$ cat src/rtl/fpu_arb_pkg.sv
// Shared types and sizing helpers for the FPU-unit arbiters (fsqrt, fdiv, finv).
package fpu_arb_pkg;
  localparam int unsigned N_REQ_DEF = 4;
  localparam int unsigned TAG_W     = $clog2(N_REQ_DEF);

  typedef logic [31:0] fp32_t;

  function automatic int unsigned tag_width(input int unsigned n);
    return (n < 2) ? 1 : $clog2(n);
  endfunction
endpackage

$ cat src/rtl/tag_fifo.sv
// In-order tag FIFO: tracks which requester owns each in-flight operation.
module tag_fifo #(
  parameter int unsigned W     = 2,
  parameter int unsigned DEPTH = 8
) (
  input  logic         clk,
  input  logic         rst_n,
  input  logic         push,
  input  logic [W-1:0] push_data,
  input  logic         pop,
  output logic [W-1:0] head,
  output logic         full,
  output logic         empty
);
  localparam int unsigned AW = (DEPTH > 1) ? $clog2(DEPTH) : 1;
  localparam int unsigned CW = $clog2(DEPTH + 1);

  logic [W-1:0]  mem [DEPTH];
  logic [AW-1:0] wr_ptr, rd_ptr;
  logic [CW-1:0] count;
  logic          do_push, do_pop;

  // Pointers wrap explicitly so non-power-of-two depths work.
  function automatic logic [AW-1:0] bump(input logic [AW-1:0] p);
    return (32'(p) == DEPTH - 1) ? '0 : p + AW'(1);
  endfunction

  assign do_push = push & ~full;
  assign do_pop  = pop & ~empty;
  assign full    = (count == CW'(DEPTH));
  assign empty   = (count == '0);
  assign head    = mem[rd_ptr];

  always_ff @(posedge clk) begin
    if (do_push) mem[wr_ptr] <= push_data;
  end

  always_ff @(posedge clk or negedge rst_n) begin
    if (!rst_n) begin
      wr_ptr <= '0;
      rd_ptr <= '0;
      count  <= '0;
    end else begin
      if (do_push) wr_ptr <= bump(wr_ptr);
      if (do_pop)  rd_ptr <= bump(rd_ptr);
      if (do_push && !do_pop)      count <= count + CW'(1);
      else if (!do_push && do_pop) count <= count - CW'(1);
    end
  end
endmodule

$ cat src/rtl/fsqrt_arbiter.sv
// Round-robin arbiter sharing one pipelined fsqrt among N_REQ requesters;
// results are routed back in issue order using a tag FIFO.
module fsqrt_arbiter
  import fpu_arb_pkg::*;
#(
  parameter int unsigned N_REQ = 4,
  parameter int unsigned DEPTH = 8
) (
  input  logic                   clk,
  input  logic                   rst_n,
  input  logic [N_REQ-1:0]       req_valid,
  input  logic [N_REQ-1:0][31:0] req_a,
  output logic [N_REQ-1:0]       req_ready,
  output logic [N_REQ-1:0]       resp_valid,
  output fp32_t                  resp_data,
  output fp32_t                  sq_a,
  output logic                   sq_valid,
  input  fp32_t                  sq_result,
  input  logic                   sq_out_valid,
  output logic                   err_orphan
);
  localparam int unsigned TW = tag_width(N_REQ);
  localparam int unsigned CW = $clog2(DEPTH + 1);

  logic [TW-1:0]    rr_ptr, rr_next, gnt_idx, head_tag, idx;
  logic [CW-1:0]    inflight;
  logic [N_REQ-1:0] grant;
  logic             push, pop, fifo_full, fifo_empty;

  // Grant is withheld during reset and whenever every slot is in flight.
  always_comb begin
    grant   = '0;
    gnt_idx = '0;
    idx     = '0;
    if (rst_n && inflight != CW'(DEPTH) && !fifo_full) begin
      for (int unsigned k = 0; k < N_REQ; k++) begin
        idx = TW'((32'(rr_ptr) + k) % N_REQ);
        if (grant == '0 && req_valid[idx]) begin
          grant[idx] = 1'b1;
          gnt_idx    = idx;
        end
      end
    end
  end

  assign req_ready = grant;
  assign push      = |grant;
  assign pop       = sq_out_valid & ~fifo_empty;
  assign rr_next   = (32'(gnt_idx) == N_REQ - 1) ? '0 : gnt_idx + TW'(1);

  tag_fifo #(
    .W     (TW),
    .DEPTH (DEPTH)
  ) u_tags (
    .clk       (clk),
    .rst_n     (rst_n),
    .push      (push),
    .push_data (gnt_idx),
    .pop       (pop),
    .head      (head_tag),
    .full      (fifo_full),
    .empty     (fifo_empty)
  );

  always_ff @(posedge clk or negedge rst_n) begin
    if (!rst_n) begin
      rr_ptr     <= '0;
      inflight   <= '0;
      sq_valid   <= 1'b0;
      sq_a       <= '0;
      resp_valid <= '0;
      resp_data  <= '0;
      err_orphan <= 1'b0;
    end else begin
      sq_valid <= push;
      if (push) begin
        rr_ptr <= rr_next;
        sq_a   <= req_a[gnt_idx];
      end
      if (push && !pop)      inflight <= inflight + CW'(1);
      else if (!push && pop) inflight <= inflight - CW'(1);
      resp_valid <= '0;
      if (pop) begin
        resp_valid[head_tag] <= 1'b1;
        resp_data            <= sq_result;
      end
      if (sq_out_valid && fifo_empty) err_orphan <= 1'b1;
    end
  end
endmodule

$ cat config.mk
export PLATFORM = sky130hd
export DESIGN_NAME = fsqrt_arbiter
export DESIGN_NICKNAME = d
export VERILOG_FILES = /design/src/rtl/fpu_arb_pkg.sv /design/src/rtl/tag_fifo.sv /design/src/rtl/fsqrt_arbiter.sv
export SDC_FILE = /design/constraint.sdc
export NUM_CORES = 1
export LEC_CHECK = 0
export ABC_CLOCK_PERIOD_IN_PS = 4300
export BUFFER_PORTS_ARGS = -buffer_cell sky130_fd_sc_hd__buf_2
export CAP_MARGIN = 30
export CELL_PAD_IN_SITES_DETAIL_PLACEMENT = 1
export CELL_PAD_IN_SITES_GLOBAL_PLACEMENT = 1
export CORE_MARGIN = 2
export CORE_UTILIZATION = 33
export DETAILED_ROUTE_END_ITERATION = 16
export GPL_TIMING_DRIVEN = 0
export HOLD_SLACK_MARGIN = 0.12
export PLACE_DENSITY = 0.75
export SLEW_MARGIN = 20
export SYNTH_ARGS = -nofsm -noshare
export SYNTH_HDL_FRONTEND = slang
export SYNTH_HIERARCHICAL = 1
export SYNTH_SLANG_ARGS = --single-unit
$ cat constraint.sdc
create_clock -name clk -period 4.3 [get_ports clk]
set_input_delay 0 -clock clk [delete_from_list [all_inputs] [get_ports clk]]
set_output_delay 0 -clock clk [all_outputs]
set_load 0.01 [all_outputs]
* Yosys cells after proc, flatten, opt, wreduce, memory -nomap -nowiden
Memory sizes are Yosys's and may differ from the RTL's. Cells that the tools add are included.
Word-level totals: bits in writable memories 16, memories 1, flip-flop bits (word level) 86, memory bits (read-only) 0, bits in latches 0, input bits 167, word-level logic and storage cells 115
Operators by class: divide/modulo/power cells 0, multiplexer cells 43, shift-type cells 0, reduce and logical (&&, ||, !) cells 27, add/sub/neg operators 10, equality and inequality tests 5, bitwise gates (word level) 8, $lt $le $gt $ge 11, multipliers 0
Memory list:
- u_tags.mem | depth 8, bits a word 2, rd ports 1, clocked after Yosys merged registers in 0, wr ports 1, RTL line tag_fifo.sv:18 | logic [W-1:0] mem [DEPTH];
Operator list (count):
- 32-bit binary-select mux with 2-bit select | 1
- 4-bit two-way mux | 13
- 32-bit two-way mux | 1
- 2-bit by 3-bit less-than comparator with 1-bit output, second input constant | 6
- 4-bit logical NOT | 4
- 1-bit logical AND | 15
- 2-bit two-way mux | 6
- 4-bit bitwise OR | 3
- 1-bit two-way mux | 11
- 1-bit demux with 2-bit select | 5
- 2-bit by 1-bit greater-or-equal comparator with 1-bit output, second input constant | 5
- 4-bit by 1-bit adder with 4-bit output, second input constant | 2
- 1-bit binary-select mux with 2-bit select | 4
- 4-bit by 1-bit subtractor with 4-bit output, second input constant | 2
- 3-bit by 1-bit adder with 3-bit output, second input constant | 2
- 3-bit == test, second input constant | 2
- 3-bit two-way mux | 2
- 1-bit logical NOT | 5
- 2-bit by 1-bit adder with 2-bit output, second input constant | 2
- 2-bit adder, second input constant | 2
- 4-bit == test, second input constant | 1
- 4-bit inequality test, second input constant | 1
- 2-bit nonzero test | 2
- 4-bit OR reduction | 1
- other kinds (3) | 6

* Depth between registers and ports, before layout
Gate-level depths: netlist of run 1.
word-level depth 24, gate-level depth with buffers 18, depth with buffers taken out 17

* Hierarchy
Netlist of run 1, hierarchy kept.
Modules (own cells, without submodules):
- fsqrt_arbiter | times used 1, seq. area each 1901.8 um^2, area an instance 4400.5 um^2, cells each 428
- tag_fifo | times used 1, seq. area each 730.7 um^2, area an instance 1308.8 um^2, cells each 90

* Least setup slack after synthesis of run 1
OpenSTA, ideal clock, no wires.
path type register to register, from register rr_ptr[0], to register u_tags.count[3], setup time 0.131 ns, cell stages (with the launch flop) 19, required time 4.169 ns, arrival 4.448 ns, setup slack -0.279 ns, cells stage by stage dfrtp_1 -> buf_6 -> inv_1 -> ha_1 -> or4_4 -> a211o_1 -> a221o_1 -> and4_4 -> o211a_1 -> o31ai_4 -> inv_1 -> nand2_8 -> inv_2 -> ha_1 -> inv_1 -> ha_1 -> or4_1 -> o211ai_1 -> o211ai_1
Between the ends: word-level cells in the longest chain between the ends 23, elaborated cells on any way between the ends 55, those cells by class add/sub (3); order compare (8); mux (25); bitwise (4); reduce/logical (15)
RTL lines:
- from (decl) | RTL line fsqrt_arbiter.sv:25 | logic [TW-1:0] rr_ptr, rr_next, gnt_idx, head_tag, idx;
- from (signal assigned) | RTL line fsqrt_arbiter.sv:77 | rr_ptr <= rr_next;
- 2-bit by 3-bit less-than comparator with 1-bit output (implied by the code) / 2-bit by 1-bit greater-or-equal comparator with 1-bit output (equally long branches) | RTL line fsqrt_arbiter.sv:39 | grant[idx] = 1'b1;
- 1-bit logical AND (implied by the code) | RTL line fsqrt_arbiter.sv:39
- 1-bit two-way mux (implied by the code) | RTL line fsqrt_arbiter.sv:39
- 1-bit demux with 2-bit select | RTL line fsqrt_arbiter.sv:39
- 4-bit two-way mux | RTL line fsqrt_arbiter.sv:38 | if (grant == '0 && req_valid[idx]) begin
- 4-bit two-way mux | RTL line fsqrt_arbiter.sv:35 | if (rst_n && inflight != CW'(DEPTH) && !fifo_full) begin
- 4-bit logical NOT | RTL line fsqrt_arbiter.sv:38
- 1-bit logical AND | RTL line fsqrt_arbiter.sv:38
- [... 9 more ...]
- 4-bit two-way mux (*) | RTL line fsqrt_arbiter.sv:35
- 4-bit OR reduction (*) | RTL line fsqrt_arbiter.sv:47 | assign push = |grant;
- via push | RTL line fsqrt_arbiter.sv:28 | logic push, pop, fifo_full, fifo_empty;
- 1-bit AND (*) | RTL line tag_fifo.sv:28 | assign do_push = push & ~full;
- via u_tags.do_push | RTL line tag_fifo.sv:21 | logic do_push, do_pop;
- 1-bit logical NOT | RTL line tag_fifo.sv:47 | else if (!do_push && do_pop) count <= count - CW'(1);
- 1-bit logical AND | RTL line tag_fifo.sv:47
- 2-bit nonzero test (no source line)
- to (signal assigned) | RTL line tag_fifo.sv:46 | if (do_push && !do_pop) count <= count + CW'(1);
- to (signal assigned) | RTL line tag_fifo.sv:47
- to (decl) | RTL line tag_fifo.sv:20 | logic [CW-1:0] count;
The timed path passes the listed nets; every way through them passes the cells marked *. The select of a mux whose other input is x is not followed. A chain may end at the register's enable or synchronous reset.

* Final worst setup path of run 1
Same ends and word-level chain as after synthesis.

==> flow_summary.ini, run 1 <==
[global_routing]
antenna_found_initial = 3
grt_start_max_net_pins = 55
track_usage = 0.275
gr-usage-met2 = 0.492
busiest_layer = met2
grt_pass1_wl_um = 38700
met3_usage = 0.0632
grt_pass1_vias = 7118
grt-ovfl-total = 0
grt_util_met1 = 0.299

[placement]
placed_cells = 984
pre_cts_ws_ns = -0.702
hpwlAfterDp_um = 14600
gp_congestion = 0.853
port_buffers = 240
place_area_um2 = 7280

[floorplan]
num_rows = 48
dieArea_um2 = 18400
io_pins = 241
die_w_um = 136
start_util = 0.334
core_area_um2 = 17100
die_y_um = 136

[sta]
max_freq_ghz = 0.229
setup_ws_ns = -0.0646
worst_pin_slew_ns = 0.819
finalSetupViolCount = 3
hold_viol = 0
fin_hold_ws_ns = 0.148
relSlewSlack = 0.448
fin_crit_sh = 1.02
setup-tns-final_ns = -0.128
fin_skew_ns = 0.0141
rsz0062_at_grt = true
min_period_ns = 4.36
drv_slew = 0

[setup_path]
path_max_fanout = 5
ff2ff_setup_slack_ns = -0.06
path_class = register to register
cp-endpoint = u_tags/count[3]
crit_start = rr_ptr[0]
rr_startpoint = rr_ptr[0]
critPathRequiredTime_ns = 4.52
rr_endpoint = u_tags/count[3]
r2r_cells = 18
start_kind = register
cp.arrival_ns = 4.59
cp-end-kind = register

[logic_synthesis]
synth_top_area_cell = dfrtp_1
synth_edf_count = 16
ys_top_cells_by_area = dfrtp_1, mux2i_1, nand2_1
seq_area_frac_synth = 0.461
ys_types = 71
synthArstFlopShare = 0.843
ys.flop_type = dfrtp_1
synth.cell_area_um2 = 5710
synth_nets = 705
synthesis.area_per_instance_um2 = 11.0
ys_ff_latch = 102
synth_cells = 518
ys_warn_count = 6
synth_top_area_frac = 0.377

[cts]
cts_tree = built
clkSlewWorstSetupHoldPaths_ns = 0.08
root_buffer = clkbuf_16
insertion_delay_ns = 0.36
clock_path_buffers = 2
cts_sinks = 102
cts_buffers = 9
htree_num_levels = 3

[pwr]
p_leak_nw = 4.90
pwr-share-comb = 0.656
intPower_mw = 4.17
p_sw_frac = 0.438
seqPwrFrac = 0.232
p_sw_mw = 3.26
p_per_area_nw_per_um2 = 774
vdd_drop_max_mv = 0.320
clkPwrFrac = 0.112

[run_status]
status = finished, violations left
failed_checks = setup timing

[route]
wl_per_cell_um = 21.4
ant_nets = 0
drt_drc_violations_left = 0
vias = 6388
wl_um = 25900
drtIter0Drc = 249
firstDrtPassIters = 5
via_per_inst = 5.29

[finish]
drive_above_1_share = 0.371
areaGrowthSynthToFinish_pct = 68.2
nets = 1162
finalInstanceArea_um2 = 9600
final_cells = 1208
fill_cells = 1894

[job]
cap_violations = 0

[hold_path]
worstHoldPathType = input pin to async pin
-- worst max-delay path, stage by stage (launching register included) --
cell	delay (ns)
dfrtp_2	0.39
buf_8	0.12
clkinvlp_4	0.17
ha_4	0.23
or4_4	0.55
a211o_1	0.33
a221o_1	0.37
and4_4	0.21
o211a_1	0.15
o31ai_4	0.30
inv_4	0.11
nand2_8	0.09
inv_4	0.04
ha_4	0.17
inv_4	0.08
ha_4	0.22
or4_1	0.46
o211ai_1	0.12
o211ai_1	0.11
-- state kept, by name, summed over array words and instances (netlist names) --
register       count
sq_valid           1
rr_ptr             2
u_tags/wr_ptr      3
u_tags/rd_ptr      3
inflight           4
u_tags/mem        16
resp_valid         4
u_tags/count       4
err_orphan         1
sq_a              32
resp_data         32
-- placed cells by master, fill, tap and decap left out, types with 3 or more instances in the layout --
master	Yosys	final
mux4_2	6	6
buf_2	7	246
mux2i_1	66	65
mux2_4	4	4
edfxtp_1	16	16
nor2_1	10	10
inv_1	11	6
o221ai_1	32	32
o21ai_0	6	6
buf_12	5	6
buf_4	1	44
clkbuf_16	0	9
nand2b_1	6	6
ha_4	0	7
dfrtp_1	86	84
ha_1	18	11
o211ai_1	3	3
inv_4	0	4
nor3_1	9	9
nor4_1	3	3
mux2_2	5	5
xnor2_1	6	6
diode_2	0	3
clkbuf_1	10	11
nand3_1	4	4
a31oi_1	4	4
nand2_1	138	138
dlygate4sd3_1	0	162
a21oi_1	4	3
-- what timing repair did --
action,in CTS,in global routing
pin swaps,3,15
endpoints found under the hold margin,151,2
hold buffers,162,2
setup buffers,9,34
setup endpoints to repair,7,34
resized for setup,3,10
-- power by group through the flow --
stage,clock (mW),sequential (mW),combinational [mW]
6_report,0.831,1.73,4.87
4_1_cts,0.834,1.70,4.27
3_3_place_gp,0,1.69,3.82
5_1_grt,0.881,1.77,5.21
2_1_floorplan,0,1.79,2.76
3_5_place_dp,0,1.72,4.02
-- cell usage after synthesis, drive strengths merged (4+ instances only) --
cell / count
nor2: 10
clkbuf: 10
mux2: 9
xnor2: 6
dfrtp: 86
mux2i: 67
a31oi: 4
mux4: 7
inv: 12
nand2b: 6
nand2: 139
a21oi: 4
o21ai: 8
buf: 16
o221ai: 32
nor3: 9
edfxtp: 16
o211ai: 4
nand3: 4
ha: 18
-- cell type report --
| cell class | instances | area (um2) | share of cell area |
|---|---|---|---|
| well taps | 225 | 282 | 0.0293 |
| repair buffers | 446 | 3190 | 0.332 |
| clock buffers | 11 | 243 | 0.0253 |
| flip-flops and latches | 102 | 2640 | 0.274 |
| multi-input cells | 374 | 2880 | 0.299 |
| diodes | 3 | 7.51 | 0.000782 |
| inverters | 14 | 70.1 | 0.00730 |
| plain buffers | 28 | 248 | 0.0258 |
| clock inverters | 5 | 52.6 | 0.00547 |
-- how the worst min path moves through the flow --
stage                        from            end  cells past startpoint  slack, ns
floorplan                   rst_n     err_orphan                      0      -0.30
global placement    sq_result[25]  resp_data[25]                      3       0.19
detailed placement          rst_n  resp_data[25]                      1     -0.007
CTS                         rst_n  resp_data[25]                      2       0.17
global route                rst_n  resp_data[25]                      2       0.17
finish                      rst_n  resp_data[25]                      2       0.15
-- through the flow --
step | power [mW] | utilization
final | 7.43 | 0.561
after global routing | 7.86 | 0.561
after CTS | 6.81 | 0.542
after detailed placement | 5.74 | 0.426
after global placement | 5.51 | 0.424
after floorplan | 4.55 | -
-- per-layer routing --
layer | up-vias | routed length (um)
met4 | 0 | 1420
met3 | 99 | 1340
li1 | 2801 | -
met5 | - | 0
met2 | 283 | 13600
met1 | 3205 | 9490
-- cell families after synthesis --
kind of cell / count (synthesis) / synth area share
compound gates: 76 / 0.114
xor+xnor: 7 / 0.0107
fa+ha+maj: 20 / 0.0465
buf+inv: 42 / 0.0519
flops: 102 / 0.461
mux: 83 / 0.168
simple gates: 188 / 0.148
Note: power is estimated with default switching activity, not from simulation.
==> run 2, diff against run 1 <==
PLACE_DENSITY = unset   (was 0.75)
PLACE_DENSITY_LB_ADDON = 0.1   (was unset)
REMOVE_ABC_BUFFERS = 1   (was unset)
==> flow_summary.ini, run 2 (synthesis results as in run 1) <==
[run_status]
status = finished, final reports clean

[floorplan]
io_pins = 241
die_y_um = 136
start_util = 0.334
num_rows = 48
dieArea_um2 = 18400
core_area_um2 = 17100
die_w_um = 136

[placement]
pre_cts_ws_ns = -1.34
placed_cells = 963
port_buffers = 240
gp_congestion = 0.856
place_area_um2 = 7140
hpwlAfterDp_um = 13700

[job]
cap_violations = 0

[pwr]
p_leak_nw = 4.76
p_per_area_nw_per_um2 = 743
total_power_mw = 6.95
vdd_drop_max_mv = 0.378

[finish]
fill_cells = 1880
reg_top3 = resp_data: 32 flops, sq_a: 32 flops, u_tags/mem: 16 flops
final_cells = 1173
drive_above_1_share = 0.362
finalInstanceArea_um2 = 9360
final_common_cell = buf_2
areaGrowthSynthToFinish_pct = 63.9
nets = 1124
fin_util = 0.547
layout_common_cells = buf_2, dlygate4sd3_1, nand2_1

[route]
drt_drc_violations_left = 0
drtIter0Drc = 254
via_per_inst = 5.11
firstDrtPassIters = 4
wl_um = 23700
wl_per_cell_um = 20.2
ant_nets = 0
vias = 5997

[sta]
worst_pin_slew_ns = 0.821
fin_hold_ws_ns = 0.182
min_period_ns = 4.21
relSlewSlack = 0.451
finalSetupViolCount = 0
drv_slew = 0
max_freq_ghz = 0.238
fin_crit_sh = 0.978
setup_ws_ns = 0.0947
fin_skew_ns = 0.00985
hold_viol = 0
setup-tns-final_ns = 0

[cts]
cts_sinks = 102
insertion_delay_ns = 0.35
clock_path_buffers = 2
cts_tree = built
root_buffer = clkbuf_16
htree_num_levels = 3
cts_buffers = 9
clkSlewWorstSetupHoldPaths_ns = 0.08

[hold_path]
worstHoldPathType = input pin to async pin

[setup_path]
start_kind = register
critPathRequiredTime_ns = 4.46
ff2ff_setup_slack_ns = 0.09
path_class = register to register
path_max_fanout = 18
cp-end-kind = register
cp.arrival_ns = 4.36

[global_routing]
grt_pass1_vias = 6547
track_usage = 0.255
grt-ovfl-total = 0
grt_pass1_wl_um = 36200
grt_start_max_net_pins = 74
antenna_found_initial = 6
==> run 2: area by class of cell <==
cell class | instances | area [um2] | area share
Clock buffer | 10 | 239 | 0.0255
Antenna cell | 6 | 15.0 | 0.00160
Multi-Input combinational cell | 374 | 2870 | 0.306
Clock inverter | 6 | 52.6 | 0.00562
Sequential cell | 102 | 2640 | 0.282
Inverter | 14 | 60.1 | 0.00642
Tap cell | 225 | 282 | 0.0301
Timing Repair Buffer | 436 | 3210 | 0.343
==> run 2: metal layers <==
metal | vias up | share of wire | GRT usage
met2 | 225 | 0.51 | 0.445
met5 | - | 0 | 0
met4 | 0 | 0.052 | 0.145
li1 | 2729 | - | -
met1 | 2960 | 0.38 | 0.286
met3 | 83 | 0.055 | 0.0606
==> run 2: final timing paths <==
check,cells past startpoint,end,startpoint
max,15,sq_a[20],rr_ptr[0]
min,3,sq_a[6],rst_n
max reg2reg,15,sq_a[20],rr_ptr[0]
min reg2reg,1,err_orphan,err_orphan
max in group asynchronous,3,sq_a[1],rst_n
min in group clk,4,resp_data[4],sq_result[4]
==> run 2: power breakdown <==
part           internal, mW  switching, mW
sequential             1.42          0.281
clock                 0.420          0.397
combinational          2.10           2.33
total                  3.95           3.00
==> run 2: what timing repair did <==
item,in CTS,in global routing
setup buffers,9,16
gates resized for setup,8,13
hold endpoints to repair,151,0
pin swaps,5,6
cloned,0,0
hold buffers,163,0
setup endpoints to repair,60,36
==> run 2: worst max-delay path, cell delays in order (launching register included) <==
cell,delay [ns]
dfrtp_2,0.39
clkinvlp_4,0.18
ha_4,0.22
or4_4,0.55
a211o_1,0.34
a22oi_2,0.25
a222oi_1,0.13
buf_4,0.16
buf_4,0.15
and4_4,0.21
mux2i_4,0.26
buf_16,0.21
buf_16,0.19
buf_8,0.24
mux2i_2,0.29
o221ai_1,0.23
==> run 3, diff against run 2 <==
==> constraint.sdc (replaced) <==
create_clock -name clk -period 4.3 [get_ports clk]
set_input_delay 0.86 -clock clk [delete_from_list [all_inputs] [get_ports clk]]
set_output_delay 0.86 -clock clk [all_outputs]
set_load 0.01 [all_outputs]
==> flow_summary.ini, run 3 (synthesis results as in run 1) <==
[run_status]
status = finished, final reports clean

[route]
drt_drc_violations_left = 0
wl_um = 17900
drtIter0Drc = 174
firstDrtPassIters = 5
ant_nets = 0
vias = 5016
via_per_inst = 5.05
wl_per_cell_um = 18.0

[floorplan]
die_y_um = 136
start_util = 0.334
io_pins = 241
dieArea_um2 = 18400
num_rows = 48
die_w_um = 136
core_area_um2 = 17100

[finish]
layout_common_cells = buf_2, nand2_1, dfrtp_1
fill_cells = 1972
multi_input_area_um2 = 2830
regArea_um2 = 2640
reg_top3 = resp_data: 32 flops, sq_a: 32 flops, u_tags/mem: 16 flops
areaGrowthSynthToFinish_pct = 33.1
diodes = 0
finalInstanceArea_um2 = 7600
final_common_cell = buf_2
nets = 951
drive_above_1_share = 0.428

[placement]
hpwlAfterDp_um = 13700
place_area_um2 = 7140
port_buffers = 240
pre_cts_ws_ns = -1.34
gp_congestion = 0.856

[cts]
root_buffer = clkbuf_16
clock_path_buffers = 2
cts_buffers = 9
clkSlewWorstSetupHoldPaths_ns = 0.07
htree_num_levels = 3
cts_sinks = 102
cts_tree = built
insertion_delay_ns = 0.35

[pwr]
vdd_drop_max_mv = 0.345
p_leak_nw = 4.04
p_per_area_nw_per_um2 = 853

[sta]
max_freq_ghz = 0.235
relSlewSlack = 0.474
worst_pin_slew_ns = 0.788
fin_hold_ws_ns = 0.333
fin_skew_ns = 0.00745
rsz0062_at_grt = true
fin_crit_sh = 0.989
setup_ws_ns = 0.0493
min_period_ns = 4.25
drv_slew = 0
finalSetupViolCount = 0
hold_viol = 0

[global_routing]
antenna_found_initial = 0
track_usage = 0.194
grt_pass1_wl_um = 27900
grt_start_max_net_pins = 74
grt_pass1_vias = 5300
grt-ovfl-total = 0

[setup_path]
start_kind = register
cpPeakStageDelay_ns = 0.58
path_max_fanout = 8
cpMaxStageDelayCell = or4_4
cp-end-kind = register
path_class = register to register
cpMostUsedCell = inv_2
cp.arrival_ns = 4.48
crit_path_cell_trace = buf_4 > ha_2 > or4_4 > a211o_1 > a221o_1 > and4_4 > o211a_1 > o31ai_4 > inv_2 > nand2_8 > inv_2 > ha_2 > inv_2 > ha_4 > or4_1 > o211ai_1 > o211ai_1
critPathRequiredTime_ns = 4.53

[hold_path]
worstHoldPathType = input pin to async pin

[job]
cap_violations = 0
==> run 3: changes by cell type in the layout (fill, tap and decap cells not counted), sizes merged <==
cell / delta
clkinvlp: -1
diode: -6
buf: -10
inv: +1
dlygate4sd3: -163
==> run 3: final cells by class <==
cell class                      count  share of cell area
Timing Repair Buffer              263               0.198
Inverter                           14             0.00741
Multi-Input combinational cell    374               0.373
Clock buffer                       10              0.0315
Sequential cell                   102               0.347
Tap cell                          225              0.0370
Clock inverter                      6             0.00692
==> run 3: report_power, final <==
| group | total [mW] | switching, mW | internal (mW) | leakage [nW] |
|---|---|---|---|---|
| sequential | 1.68 | 0.257 | 1.42 | 1.20 |
| combinational | 3.99 | 2.13 | 1.86 | 2.70 |
| clock | 0.809 | 0.389 | 0.419 | 0.138 |
==> run 3: final timing paths <==
| path | endpoint | slack (ns) | startpoint | cells past startpoint |
|---|---|---|---|---|
| max | u_tags/count[3] | 0.05 | rr_ptr[1] | 17 |
| min | sq_a[0] | 0.33 | rst_n | 1 |
| max reg2reg | u_tags/count[3] | 0.05 | rr_ptr[1] | 17 |
| min reg2reg | err_orphan | 0.46 | err_orphan | 1 |
| max in group asynchronous | sq_a[30] | 3.33 | rst_n | 2 |
| min in group clk | err_orphan | 0.46 | err_orphan | 1 |
==> run 3: per-stage QoR <==
step / TNS [ns] / total power, mW / util / cells
after detailed placement: -20.28 / 5.51 / 0.417 / 963
after floorplan: -33.74 / 4.20 / - / 490
after global routing: -0.112 / 6.99 / 0.444 / 994
after CTS: 0 / 6.46 / 0.440 / 988
after global placement: -102.27 / 5.19 / 0.406 / 955
final: 0 / 6.48 / 0.444 / 994
==> run 3: what timing repair did <==
item                                    4_1_cts  5_1_grt
endpoints found under the hold margin         0        0
gates resized for setup                       8        8
cloned                                        0        0
endpoints found under the setup margin       64       38
pin swaps                                     5        4
buffers inserted                              9        6
hold buffers                                  0        0
==> run 3: critical path, delay by kind of cell (launching register included) <==
family,cells,cell delay [ns]
buffers and inverters,4,0.41
adders and majority gates,3,0.63
AOI/OAI and AO/OA,6,1.25
DFF,1,0.43
and+or+nand+nor,4,1.41
==> run 3: routing by layer <==
metal,global-route usage,wire (um)
met4,0.0579,345
met1,0.242,7700
met3,0.0389,794
met5,0,0
met2,0.339,9070
